===== config.mk =====
export PLATFORM = sky130hd
export DESIGN_NAME = ram_arbiter
export DESIGN_NICKNAME = d
export VERILOG_FILES = /design/src/rtl/ram_arb_pkg.sv /design/src/rtl/ram_arb_starve.sv /design/src/rtl/ram_arbiter.sv
export SDC_FILE = /design/constraint.sdc
export NUM_CORES = 1
export LEC_CHECK = 0
export CAP_MARGIN = 5
export CELL_PAD_IN_SITES_DETAIL_PLACEMENT = 1
export CELL_PAD_IN_SITES_GLOBAL_PLACEMENT = 1
export CORE_ASPECT_RATIO = 1.75
export CORE_MARGIN = 10
export CORE_UTILIZATION = 25
export DETAILED_ROUTE_END_ITERATION = 10
export PLACE_DENSITY_LB_ADDON = 0.1
export SLEW_MARGIN = 0
export SYNTH_ARGS = -nofsm -noshare
export SYNTH_HDL_FRONTEND = slang
export SYNTH_SLANG_ARGS = --single-unit

===== constraint.sdc =====
create_clock -name clock -period 3.5 [get_ports clock]
set_input_delay 0.35 -clock clock [delete_from_list [all_inputs] [get_ports clock]]
set_output_delay 0.35 -clock clock [all_outputs]
set_load 0.02 [all_outputs]

===== src/rtl/ram_arb_pkg.sv =====
// Shared types and defaults for the video/CPU RAM arbiter.
// Tag encoding follows each RAM issue through the two-stage pipeline.
package ram_arb_pkg;

    typedef enum logic [1:0] {
        REQ_NONE = 2'd0,
        REQ_VID  = 2'd1,
        REQ_CPU  = 2'd2
    } req_tag_e;

    localparam int RAM_ARB_MAXRUN = 4;
    localparam int STARVE_W       = 4;

endpackage


===== src/rtl/ram_arb_starve.sv =====
// Counts video grants taken while the CPU waits; flags the CPU's turn.
// Only instantiated when RAM_ARB_FAIR_EN is defined.
module ram_arb_starve
    import ram_arb_pkg::*;
#(
    parameter int MAXRUN = RAM_ARB_MAXRUN
) (
    input  logic clock,
    input  logic reset,
    input  logic vid_gnt,
    input  logic cpu_gnt,
    input  logic cpu_elig,
    output logic cpu_turn
);

    logic [STARVE_W-1:0] count;

    always_ff @(posedge clock) begin
        if (reset) begin
            count <= '0;
        end else if (cpu_gnt) begin
            count <= '0;
        end else if (vid_gnt && cpu_elig) begin
            count <= count + 1'b1;
        end
    end

    assign cpu_turn = cpu_elig && (count == STARVE_W'(MAXRUN));

endmodule


===== src/rtl/ram_arbiter.sv =====
// Single-port RAM arbiter: video reads beat CPU, one issue per clock.
// Define RAM_ARB_FAIR_EN to bound consecutive video wins with MAXRUN.
module ram_arbiter
    import ram_arb_pkg::*;
#(
    parameter int  KB     = 64,
    parameter int  MAXRUN = RAM_ARB_MAXRUN,
    localparam int AW     = $clog2(KB * 1024)
) (
    input  logic          clock,
    input  logic          reset,
    input  logic          vid_req,
    input  logic [AW-1:0] vid_a,
    output logic          vid_ack,
    output logic          vid_valid,
    output logic [7:0]    vid_q,
    input  logic          cpu_req,
    input  logic          cpu_we,
    input  logic [AW-1:0] cpu_a,
    input  logic [7:0]    cpu_d,
    output logic          cpu_ack,
    output logic          cpu_valid,
    output logic [7:0]    cpu_q,
    output logic          cpu_wait,
    output logic [AW-1:0] ram_a,
    output logic [7:0]    ram_d,
    output logic          ram_w,
    input  logic [7:0]    ram_q
);

    if (MAXRUN < 1 || MAXRUN > 15) begin : g_bad_maxrun
        $error("MAXRUN must be within 1..15");
    end

    req_tag_e tag1;
    req_tag_e tag2;
    req_tag_e gnt;
    logic     vid_elig;
    logic     cpu_elig;
    logic     cpu_turn;

    // A requester acked this cycle still shows req; it must not be regranted.
    assign vid_elig = vid_req && (tag1 != REQ_VID);
    assign cpu_elig = cpu_req && (tag1 != REQ_CPU);

`ifdef RAM_ARB_FAIR_EN
    ram_arb_starve #(
        .MAXRUN(MAXRUN)
    ) u_starve (
        .clock   (clock),
        .reset   (reset),
        .vid_gnt (gnt == REQ_VID),
        .cpu_gnt (gnt == REQ_CPU),
        .cpu_elig(cpu_elig),
        .cpu_turn(cpu_turn)
    );
`else
    assign cpu_turn = 1'b0;
`endif

    always_comb begin
        gnt = REQ_NONE;
        if (cpu_elig && (cpu_turn || !vid_elig)) begin
            gnt = REQ_CPU;
        end else if (vid_elig) begin
            gnt = REQ_VID;
        end
    end

    always_ff @(posedge clock) begin
        if (reset) begin
            tag1  <= REQ_NONE;
            tag2  <= REQ_NONE;
            ram_a <= '0;
            ram_d <= '0;
            ram_w <= 1'b0;
        end else begin
            tag1  <= gnt;
            tag2  <= tag1;
            ram_w <= (gnt == REQ_CPU) && cpu_we;
            unique case (gnt)
                REQ_VID: ram_a <= vid_a;
                REQ_CPU: begin
                    ram_a <= cpu_a;
                    ram_d <= cpu_d;
                end
                default: ;
            endcase
        end
    end

    assign vid_ack   = (tag1 == REQ_VID);
    assign cpu_ack   = (tag1 == REQ_CPU);
    assign vid_valid = (tag2 == REQ_VID);
    assign cpu_valid = (tag2 == REQ_CPU);

    // Write-through RAM returns the written byte, so writes need no bypass.
    assign vid_q    = ram_q;
    assign cpu_q    = ram_q;
    assign cpu_wait = cpu_req && !cpu_valid;

endmodule

==> results of run 1 <==
cell usage after synthesis:
cell type	n
dfxtp_1	29
inv_1	18
buf_4	17
a21oi_1	16
o221a_1	12
nor2_1	11
mux2i_1	8
nor2b_1	6
o221a_2	4
clkbuf_1	3
and2_1	2
buf_2	2
buf_6	2
a211o_1	1
a2bb2oi_2	1
buf_8	1
nand2b_1	1
kinds of logic after synthesis:
family	Yosys count	share of synthesized area [%]
muxes	8	6.18
buffers and inverters	43	19.6
DFF	29	44.8
and+or+nand+nor	20	7.53
AOI/OAI and AO/OA	34	21.9
metal layers:
metal,GRT usage [%],vias to the layer above,wire [um],share of wire (%)
met1,9.27,546,1570,36
met5,0,-,0,0
met2,19.1,54,2340,54
met4,3.81,0,28,0.64
li1,-,548,-,-
met3,6.13,2,435,10
power breakdown:
| part | switching (mW) | internal, mW |
|---|---|---|
| combinational | 0.0913 | 0.115 |
| sequential | 0.0135 | 0.356 |
| clock | 0.119 | 0.156 |
cell usage in the layout, fill, tap and decap left out:
| cell type | n |
|---|---|
| dfxtp_1 | 29 |
| mux2i_1 | 8 |
| clkbuf_8 | 6 |
| and2_1 | 2 |
| o221a_2 | 4 |
| a21oi_1 | 16 |
| clkbuf_1 | 1 |
| clkdlybuf4s50_1 | 74 |
| o221a_1 | 12 |
| nand2b_1 | 1 |
| a211o_1 | 1 |
| nor2_1 | 11 |
| inv_1 | 18 |
| nor2b_1 | 6 |
| a2bb2oi_2 | 1 |
worst max-delay path, cell delays in order:
cell             delay, ns
clkdlybuf4s50_1       0.52
a211o_1               0.84
mux2i_1               0.29
nor2_1                0.06
state kept, by name, indices dropped and copies added, names as in the netlist:
name   count
ram_w      1
tag1       2
ram_a     16
ram_d      8
tag2       2
path summary, 6_finish.rpt:
path	slack (ns)	from	endpoint	cells after the start
worst max-delay path	1.56	vid_req	ram_d[2]	4
worst min-delay path	0.48	tag1[1]	tag2[1]	1
worst min register to register	0.48	tag1[1]	tag2[1]	1
worst max register to register	1.60	tag1[1]	ram_d[2]	4
metrics by stage:
| step | hold slack (ns) | power, mW |
|---|---|---|
| 2_1_floorplan | 0.444 | 0.501 |
| 3_3_place_gp | 0.466 | 0.582 |
| 3_5_place_dp | 0.474 | 0.587 |
| 4_1_cts | 0.488 | 0.870 |
| 5_1_grt | 0.507 | 0.903 |
| 6_report | 0.478 | 0.851 |
layout make-up:
cell class,instances,share of cell area (%)
Timing Repair Buffer,74,37.0
Sequential cell,29,29.0
Multi-Input combinational cell,62,23.0
Clock buffer,7,4.31
Inverter,18,3.37
Tap cell,54,3.37
==> out/results.txt, run 1 <==
quantity of gates resized following cts: 0
status: complete, no violations
warnings from Yosys: 0
final hold vios: 0
synthesized flop and latch total: 29
LEAKAGE: 0.850 nW
syn_area_per_cell: 9.67 sq um
syn nets: 187
Yosys top cell by area: dfxtp_1
Remaining DRCs: 0
dpl hpwl: 3350 um
gp weighted congestion: 0.706
area of the multi-input gates: 462 sq um
post-layout util: 39.9%
Tot GR Track Use: 10.5%
Setup crit end kind: flop
Nets: 243
Hold Path Class: reg -> reg
dpl cells: 237
Synth area leaders: dfxtp_1 (45%), o221a_1 (10%), buf_4 (9.8%)
vias in the first global route: 1317
Layout area overhead: 54.6%
Fin Clk Skew: 0.00341 ns
wire length per cell after detailed routing: 17.9 um
share of layout cells above drive strength 1: 5.79%
fillcell total: 597
H-tree depth: 2
post-route ant nets: 0
grt ovf: 0
final WL: 4370 um
pin count of the biggest net entering global routing: 29
Slew HR: 28.9%
Fmax: 515 MHz
critical path type: in -> reg
final setup margin: 1.56 ns
antenna cell count: 0
Register Area: 581 sq um
RSZ-0062 raised after global routing: false
Synth top area share: 44.8%
cell area after layout: 2000 sq um
register area share after synthesis: 44.8%
Final Max Slew Viols: 0
PD cells: 424 nW/um^2
Yosys cell types: 17
dpl cell area: 1920 sq um
Synth Instances: 134
core box area: 5020 sq um
drt first pass iters: 4
CTS Sinks: 29
cts hold-fix bufs: 0
CP Launch Type: input port
Tmin final: 1.94 ns
crit path DAT: 2.06 ns
clk root buf: clkbuf_8
worst-path maximum fanout: 25
Vias: 1150
Clk pin slew, worst setup/hold paths: 0.06 ns
starting DRC count in detailed routing: 31
initial antenna violation count: 0
Die H: 115 um
CTS tree: built
Die X: 74.4 um
max cap viols: 0
fin cells: 244
Die Footprint: 8580 sq um
worst slew pin tran: 1.06 ns
Max IR drop VDD: 0.236 mV
vias per inst: 4.71
cts bufs inserted: 5
clock latency on the worst-skew pair: 0.27 ns
CTS Buffer Depth: 2
synthesized area: 1300 sq um
required time of the critical path: 3.62 ns
first-pass GRT wire length: 6920 um
Setup violations, final: 0
Final Cycle Share: 55.5%
Post-CTS Setup Bufs: 0
Fin Setup TNS: 0 ns
initial core utilization: 25.8%
Setup WS pre-CTS: 1.23 ns
row count: 34
PortBufs: 74
I/O Pins: 99
Note: power is estimated with default switching activity, not from simulation.
==> inputs of run 2 (changes only) <==
- CORE_UTILIZATION: 25 -> 21
- clock period: 3.5 -> 1.72 ns (I/O delays scaled with it)
==> run 2 against run 1 <==
Critical path depth is the same. Utilization shrank 4.4 points. Final area grew 4.9%. Critical path type is now in -> out. Largest power group unchanged. Highest routed layer unchanged.
==> out/results.txt, run 2 (synthesis gave the netlist of run 1 again) <==
status: complete, no violations (unchanged)
dpl hpwl: 3540 um (was 3350 um)
Tot Pwr: 1.73 mW (was 0.851 mW)
crit-path cells: clkdlybuf4s50_1 > inv_1 > nor2_1 > clkdlybuf4s50_1 (was clkdlybuf4s50_1 > a211o_1 > mux2i_1 > nor2_1)
cell area after layout: 2100 sq um (was 2000 sq um)
Tmin final: 1.60 ns
Fin Setup TNS: 0 ns (unchanged)
initial core utilization: 21.9% (was 25.8%)
Slew HR: 82.6% (was 28.9%)
wire length per cell after detailed routing: 16.5 um (was 17.9 um)
starting DRC count in detailed routing: 21 (was 31)
Hold Path Class: in -> out (was reg -> reg)
HP Start: ram_q[5] (was tag1[1])
Die Footprint: 9840 sq um (was 8580 sq um)
LEAKAGE: 0.917 nW (was 0.850 nW)
PortBufs: 74 (unchanged)
R2R cell count: 4 (unchanged)
clk root buf: clkbuf_8 (unchanged)
cts bufs inserted: 5 (unchanged)
Remaining DRCs: 0 (unchanged)
most used cell, CP: clkdlybuf4s50_1
Hold Path Stages: 0 (was 1)
final WL: 4500 um (was 4370 um)
Die H: 124 um (was 115 um)
largest register by flop count: ram_a (unchanged)
critical path type: in -> out (was in -> reg)
core box area: 5930 sq um (was 5020 sq um)
vias per inst: 4.29 (was 4.71)
commonest non-fill, non-tap cells in the layout: clkdlybuf4s50_1 (72), dfxtp_1 (29), inv_1 (18), a21oi_1 (16), o221a_1 (12) (was clkdlybuf4s50_1 (74), dfxtp_1 (29), inv_1 (18), a21oi_1 (16), o221a_1 (12))
Worst Hold End: vid_q[5] (was tag2[1])
initial antenna violation count: 0 (unchanged)
drt first pass iters: 3 (was 4)
fillcell total: 715 (was 597)
final setup margin: 0.122 ns (was 1.56 ns)
H-tree depth: 2 (unchanged)
dpl cell area: 2020 sq um (was 1920 sq um)
biggest regs: ram_a: 16 flops, ram_d: 8 flops (unchanged)
share of layout cells above drive strength 1: 8.21% (was 5.79%)
Max IR drop VDD: 0.393 mV (was 0.236 mV)
Setup violations, final: 0 (unchanged)
gp weighted congestion: 0.697 (was 0.706)
Fin Clk Skew: 0.00224 ns (was 0.00341 ns)
Fmax: 626 MHz
dpl cells: 265 (was 237)
Setup crit end kind: output pin (was flop)
RSZ-0062 raised after global routing: false (unchanged)
CTS Buffer Depth: 2 (unchanged)
max FFs per register: 16 (unchanged)
CP Launch Type: input port (unchanged)
final hold vios: 0 (unchanged)
clock latency on the worst-skew pair: 0.27 ns (about the same)
worst reg2reg path endpoint: ram_a[15] (was ram_d[2])
Final Max Slew Viols: 0 (unchanged)
Crit path largest cell delay: 0.62 ns (was 0.84 ns)
max cap viols: 0 (unchanged)
most common cell after layout, fill and taps aside: clkdlybuf4s50_1 (unchanged)
cts hold-fix bufs: 0 (unchanged)
CTS tree: built (unchanged)
RR Startpoint: tag1[1] (unchanged)
Vias: 1172 (was 1150)
required time of the critical path: 1.55 ns (was 3.62 ns)
Die X: 79.4 um (was 74.4 um)
Slowest cell on crit path: clkdlybuf4s50_1 (was a211o_1)
Nets: 247 (was 243)
Setup WS pre-CTS: 0.110 ns (was 1.23 ns)
Final Cycle Share: 92.9%
first-pass GRT wire length: 7180 um (was 6920 um)
Bufs and invs on worst path: 3 (was 1)
PD cells: 821 nW/um^2 (was 424 nW/um^2)
Tot GR Track Use: 9.37% (was 10.5%)
FF-to-FF setup slack: 0.35 ns (was 1.60 ns)
I/O Pins: 99 (unchanged)
vias in the first global route: 1343 (was 1317)
Layout area overhead: 62.3% (was 54.6%)
fin cells: 273 (was 244)
worst slew pin tran: 0.259 ns (was 1.06 ns)
row count: 37 (was 34)
crit path DAT: 1.43 ns (was 2.06 ns)
antenna cell count: 0 (unchanged)
grt ovf: 0 (unchanged)
CTS Sinks: 29 (unchanged)
post-route ant nets: 0 (unchanged)
pin count of the biggest net entering global routing: 29 (unchanged)
worst-path maximum fanout: 4 (was 25)
critical path's top delay family: buffers and inverters (was compound AO/OA/AOI/OAI gates)
run 2: where the power goes:
| group | total, mW | leakage [nW] | internal, mW | switching [mW] |
|---|---|---|---|---|
| Clock | 0.531 | 0.0450 | 0.280 | 0.251 |
| Combinational | 0.443 | 0.632 | 0.253 | 0.190 |
| Sequential | 0.752 | 0.240 | 0.724 | 0.0273 |
run 2: area by class of cell:
| cell class | count | area (sq um) | share of cell area (%) |
|---|---|---|---|
| clock buffer | 6 | 72.6 | 3.45 |
| clock inverter | 2 | 10.0 | 0.476 |
| inverter | 18 | 67.6 | 3.21 |
| multi-input combinational | 62 | 462 | 22.0 |
| sequential | 29 | 581 | 27.6 |
| tap | 78 | 97.6 | 4.64 |
| timing repair buffer | 78 | 813 | 38.7 |
run 2: per-stage QoR:
stage	hold WS, ns	util [%]
after CTS	0.344	35.4
after detailed placement	0.344	34.0
after floorplan	0.294	-
final	0.344	35.5
after global routing	0.344	35.5
after global placement	0.344	34.0
run 2: metal layers:
layer,wire length [um],GRT usage (%)
met5,0,0
met4,37,3.04
met3,428,5.05
met2,2320,16.6
met1,1720,9.01
run 2: how the worst max path moves through the flow:
stage / start / cells after the start / endpoint / slack (ns)
after floorplan: tag1[1] / 6 / ram_d[0] / 0.24
after global placement: cpu_req / 4 / cpu_wait / 0.12
after detailed placement: cpu_req / 4 / cpu_wait / 0.11
after CTS: tag1[1] / 2 / cpu_ack / 0.01
after global routing: tag2[1] / 2 / cpu_valid / 0.05
final: cpu_req / 4 / cpu_wait / 0.12
run 2: timing repair:
action	4_1_cts	5_1_grt
gates resized for setup	0	2
setup buffers	0	0
endpoints found under the hold margin	0	0
endpoints found under the setup margin	0	2
==> inputs of run 3 (changes only) <==
- CTS_BUF_LIST: default -> sky130_fd_sc_hd__clkbuf_8
- clock period: 1.72 -> 1.4 ns (I/O delays scaled with it)
==> run 3 against run 2 <==
Utilization up 3.1 points. Combinational power up 33%. Via count increased by 4.4%. Setup slack worse by 0.099 ns. Cell count is 1.5% higher. Critical path depth is the same. Global-route usage increased by 0.45 points. Clock power increased by 29%. Hold slack lost 0.064 ns.
==> out/results.txt, run 3 (synthesis gave the netlist of run 1 again) <==
Die X: 79.4 um (unchanged)
clock latency on the worst-skew pair: 0.28 ns (was 0.27 ns)
wire length per cell after detailed routing: 18.1 um (was 16.5 um)
dpl hpwl: 3740 um (was 3540 um)
Setup WS pre-CTS: -0.154 ns (was 0.110 ns)
core box area: 5930 sq um (unchanged)
PD cells: 963 nW/um^2 (was 821 nW/um^2)
Clk pin slew, worst setup/hold paths: 0.06 ns
Die H: 124 um (unchanged)
crit path DAT: 1.54 ns (was 1.43 ns)
gp weighted congestion: 0.737 (was 0.697)
cell area after layout: 2290 sq um (was 2100 sq um)
initial core utilization: 21.9% (unchanged)
Worst Hold End: vid_q[5] (unchanged)
starting DRC count in detailed routing: 44 (was 21)
WHS: 0.280 ns (was 0.344 ns)
dpl cells: 267 (was 265)
antenna cell count: 0 (unchanged)
biggest regs: ram_a: 16 flops, ram_d: 8 flops (unchanged)
final setup margin: 0.0231 ns (was 0.122 ns)
max FFs per register: 16 (unchanged)
RSZ-0062 raised after global routing: true (was false)
pin count of the biggest net entering global routing: 26 (was 29)
Hold Path Class: in -> out (unchanged)
Fin Clk Skew: 0.00442 ns (was 0.00224 ns)
Final Cycle Share: 98.3%
Fmax: 726 MHz
I/O Pins: 99 (unchanged)
worst reg2reg path endpoint: ram_a[3] (was ram_a[15])
Remaining DRCs: 0 (unchanged)
status: complete, no violations (unchanged)
Nets: 252 (was 247)
most common cell after layout, fill and taps aside: clkdlybuf4s50_1 (unchanged)
fin cells: 277 (was 273)
share of layout cells above drive strength 1: 13.1% (was 8.21%)
initial antenna violation count: 0 (unchanged)
Tmin final: 1.38 ns
Worst Setup SP: tag1[1] (was cpu_req)
FF-to-FF setup slack: 0.02 ns (was 0.35 ns)
clk root buf: clkbuf_8 (unchanged)
Setup crit end kind: flop (was output pin)
worst-path maximum fanout: 6 (was 4)
H-tree depth: 2 (unchanged)
CTS tree: built (unchanged)
cts bufs inserted: 5 (unchanged)
Setup violations, final: 0 (unchanged)
Post-CTS Setup Bufs: 0 (unchanged)
R2R cell count: 4 (unchanged)
CP Launch Type: flop (was input port)
vias in the first global route: 1351 (was 1343)
final hold vios: 0 (unchanged)
vias per inst: 4.42 (was 4.29)
Hold Path Stages: 0 (unchanged)
grt ovf: 0 (unchanged)
post-route ant nets: 0 (unchanged)
commonest non-fill, non-tap cells in the layout: clkdlybuf4s50_1 (45), dfxtp_1 (27), dlymetal6s2s_1 (21), inv_1 (19), a21oi_1 (16) (was clkdlybuf4s50_1 (72), dfxtp_1 (29), inv_1 (18), a21oi_1 (16), o221a_1 (12))
Layout area overhead: 76.4% (was 62.3%)
Die Footprint: 9840 sq um (unchanged)
post-layout util: 38.6% (was 35.5%)
drt first pass iters: 2 (was 3)
critical path type: reg -> reg (was in -> out)
dpl cell area: 2030 sq um (was 2020 sq um)
LEAKAGE: 1.28 nW (was 0.917 nW)
Slew HR: 81.7% (was 82.6%)
RR Startpoint: tag1[1] (unchanged)
fillcell total: 716 (was 715)
PortBufs: 74 (unchanged)
Tot GR Track Use: 9.82% (was 9.37%)
final WL: 5010 um (was 4500 um)
required time of the critical path: 1.56 ns (was 1.55 ns)
Vias: 1224 (was 1172)
Max IR drop VDD: 0.362 mV (was 0.393 mV)
row count: 37 (unchanged)
first-pass GRT wire length: 7350 um (was 7180 um)
CTS Buffer Depth: 2 (unchanged)
worst slew pin tran: 0.274 ns (was 0.259 ns)
max cap viols: 0 (unchanged)
area of the multi-input gates: 524 sq um (was 462 sq um)
HP Start: ram_q[5] (unchanged)
Final Max Slew Viols: 0 (unchanged)
CTS Sinks: 29 (unchanged)
largest register by flop count: ram_a (unchanged)
Register Area: 583 sq um (was 581 sq um)
-- run 3: cell count changes in the layout (fill, tap and decap cells not counted), sizes merged --
cell | before | now
clkdlybuf4s50 | 72 | 45
dlymetal6s2s | 2 | 21
dlygate4sd2 | 0 | 8
buf | 4 | 7
clkbuf | 6 | 8
clkinv | 2 | 0
inv | 18 | 19
-- run 3: per-stage QoR --
step | power (mW) | setup TNS [ns]
CTS | 2.20 | 0
global placement | 1.49 | -1.22
floorplan | 1.25 | 0
global route | 2.34 | -0.146
detailed placement | 1.51 | -1.97
finish | 2.20 | 0
-- run 3: power by group --
| part | internal, mW | switching [mW] | leakage, nW | total (mW) |
|---|---|---|---|---|
| sequential | 0.891 | 0.0373 | 0.241 | 0.928 |
| clock | 0.382 | 0.303 | 0.0485 | 0.685 |
| combinational | 0.334 | 0.253 | 0.993 | 0.587 |
-- run 3: what timing repair did --
item / 4_1_cts / 5_1_grt
gates resized for setup: 8 / 31
endpoints found under the setup margin: 8 / 39
hold buffers: 0 / 0
cloned: 0 / 3
pin swaps: 0 / 1
-- run 3: final cells by class --
type	count	area share (%)
multi-input cells	62	22.9
clock inverters	1	0.164
inverters	18	2.96
well taps	78	4.27
clock buffers	6	3.61
flip-flops and latches	29	25.5
repair buffers	83	40.6
-- run 3: critical path: stages, from the launching register on --
cell and delay [ns]:
dfxtp_2 0.32, nand2b_4 0.14, a211o_4 0.38, clkbuf_16 0.18, o221a_1 0.25
-- run 3: worst max path at each step --
stage,endpoint,cells past startpoint
6_report,ram_a[3],4
4_1_cts,ram_a[7],1
2_1_floorplan,ram_a[13],5
3_5_place_dp,cpu_wait,4
5_1_grt,ram_a[3],4
3_3_place_gp,cpu_wait,4
-- run 3: layer usage --
metal | GRT usage (%) | up-vias | wire [um]
li1 | - | 566 | -
met1 | 9.38 | 587 | 1870
met2 | 17.5 | 66 | 2680
met3 | 4.83 | 5 | 395
met4 | 4.05 | 0 | 64
met5 | 0 | - | 0
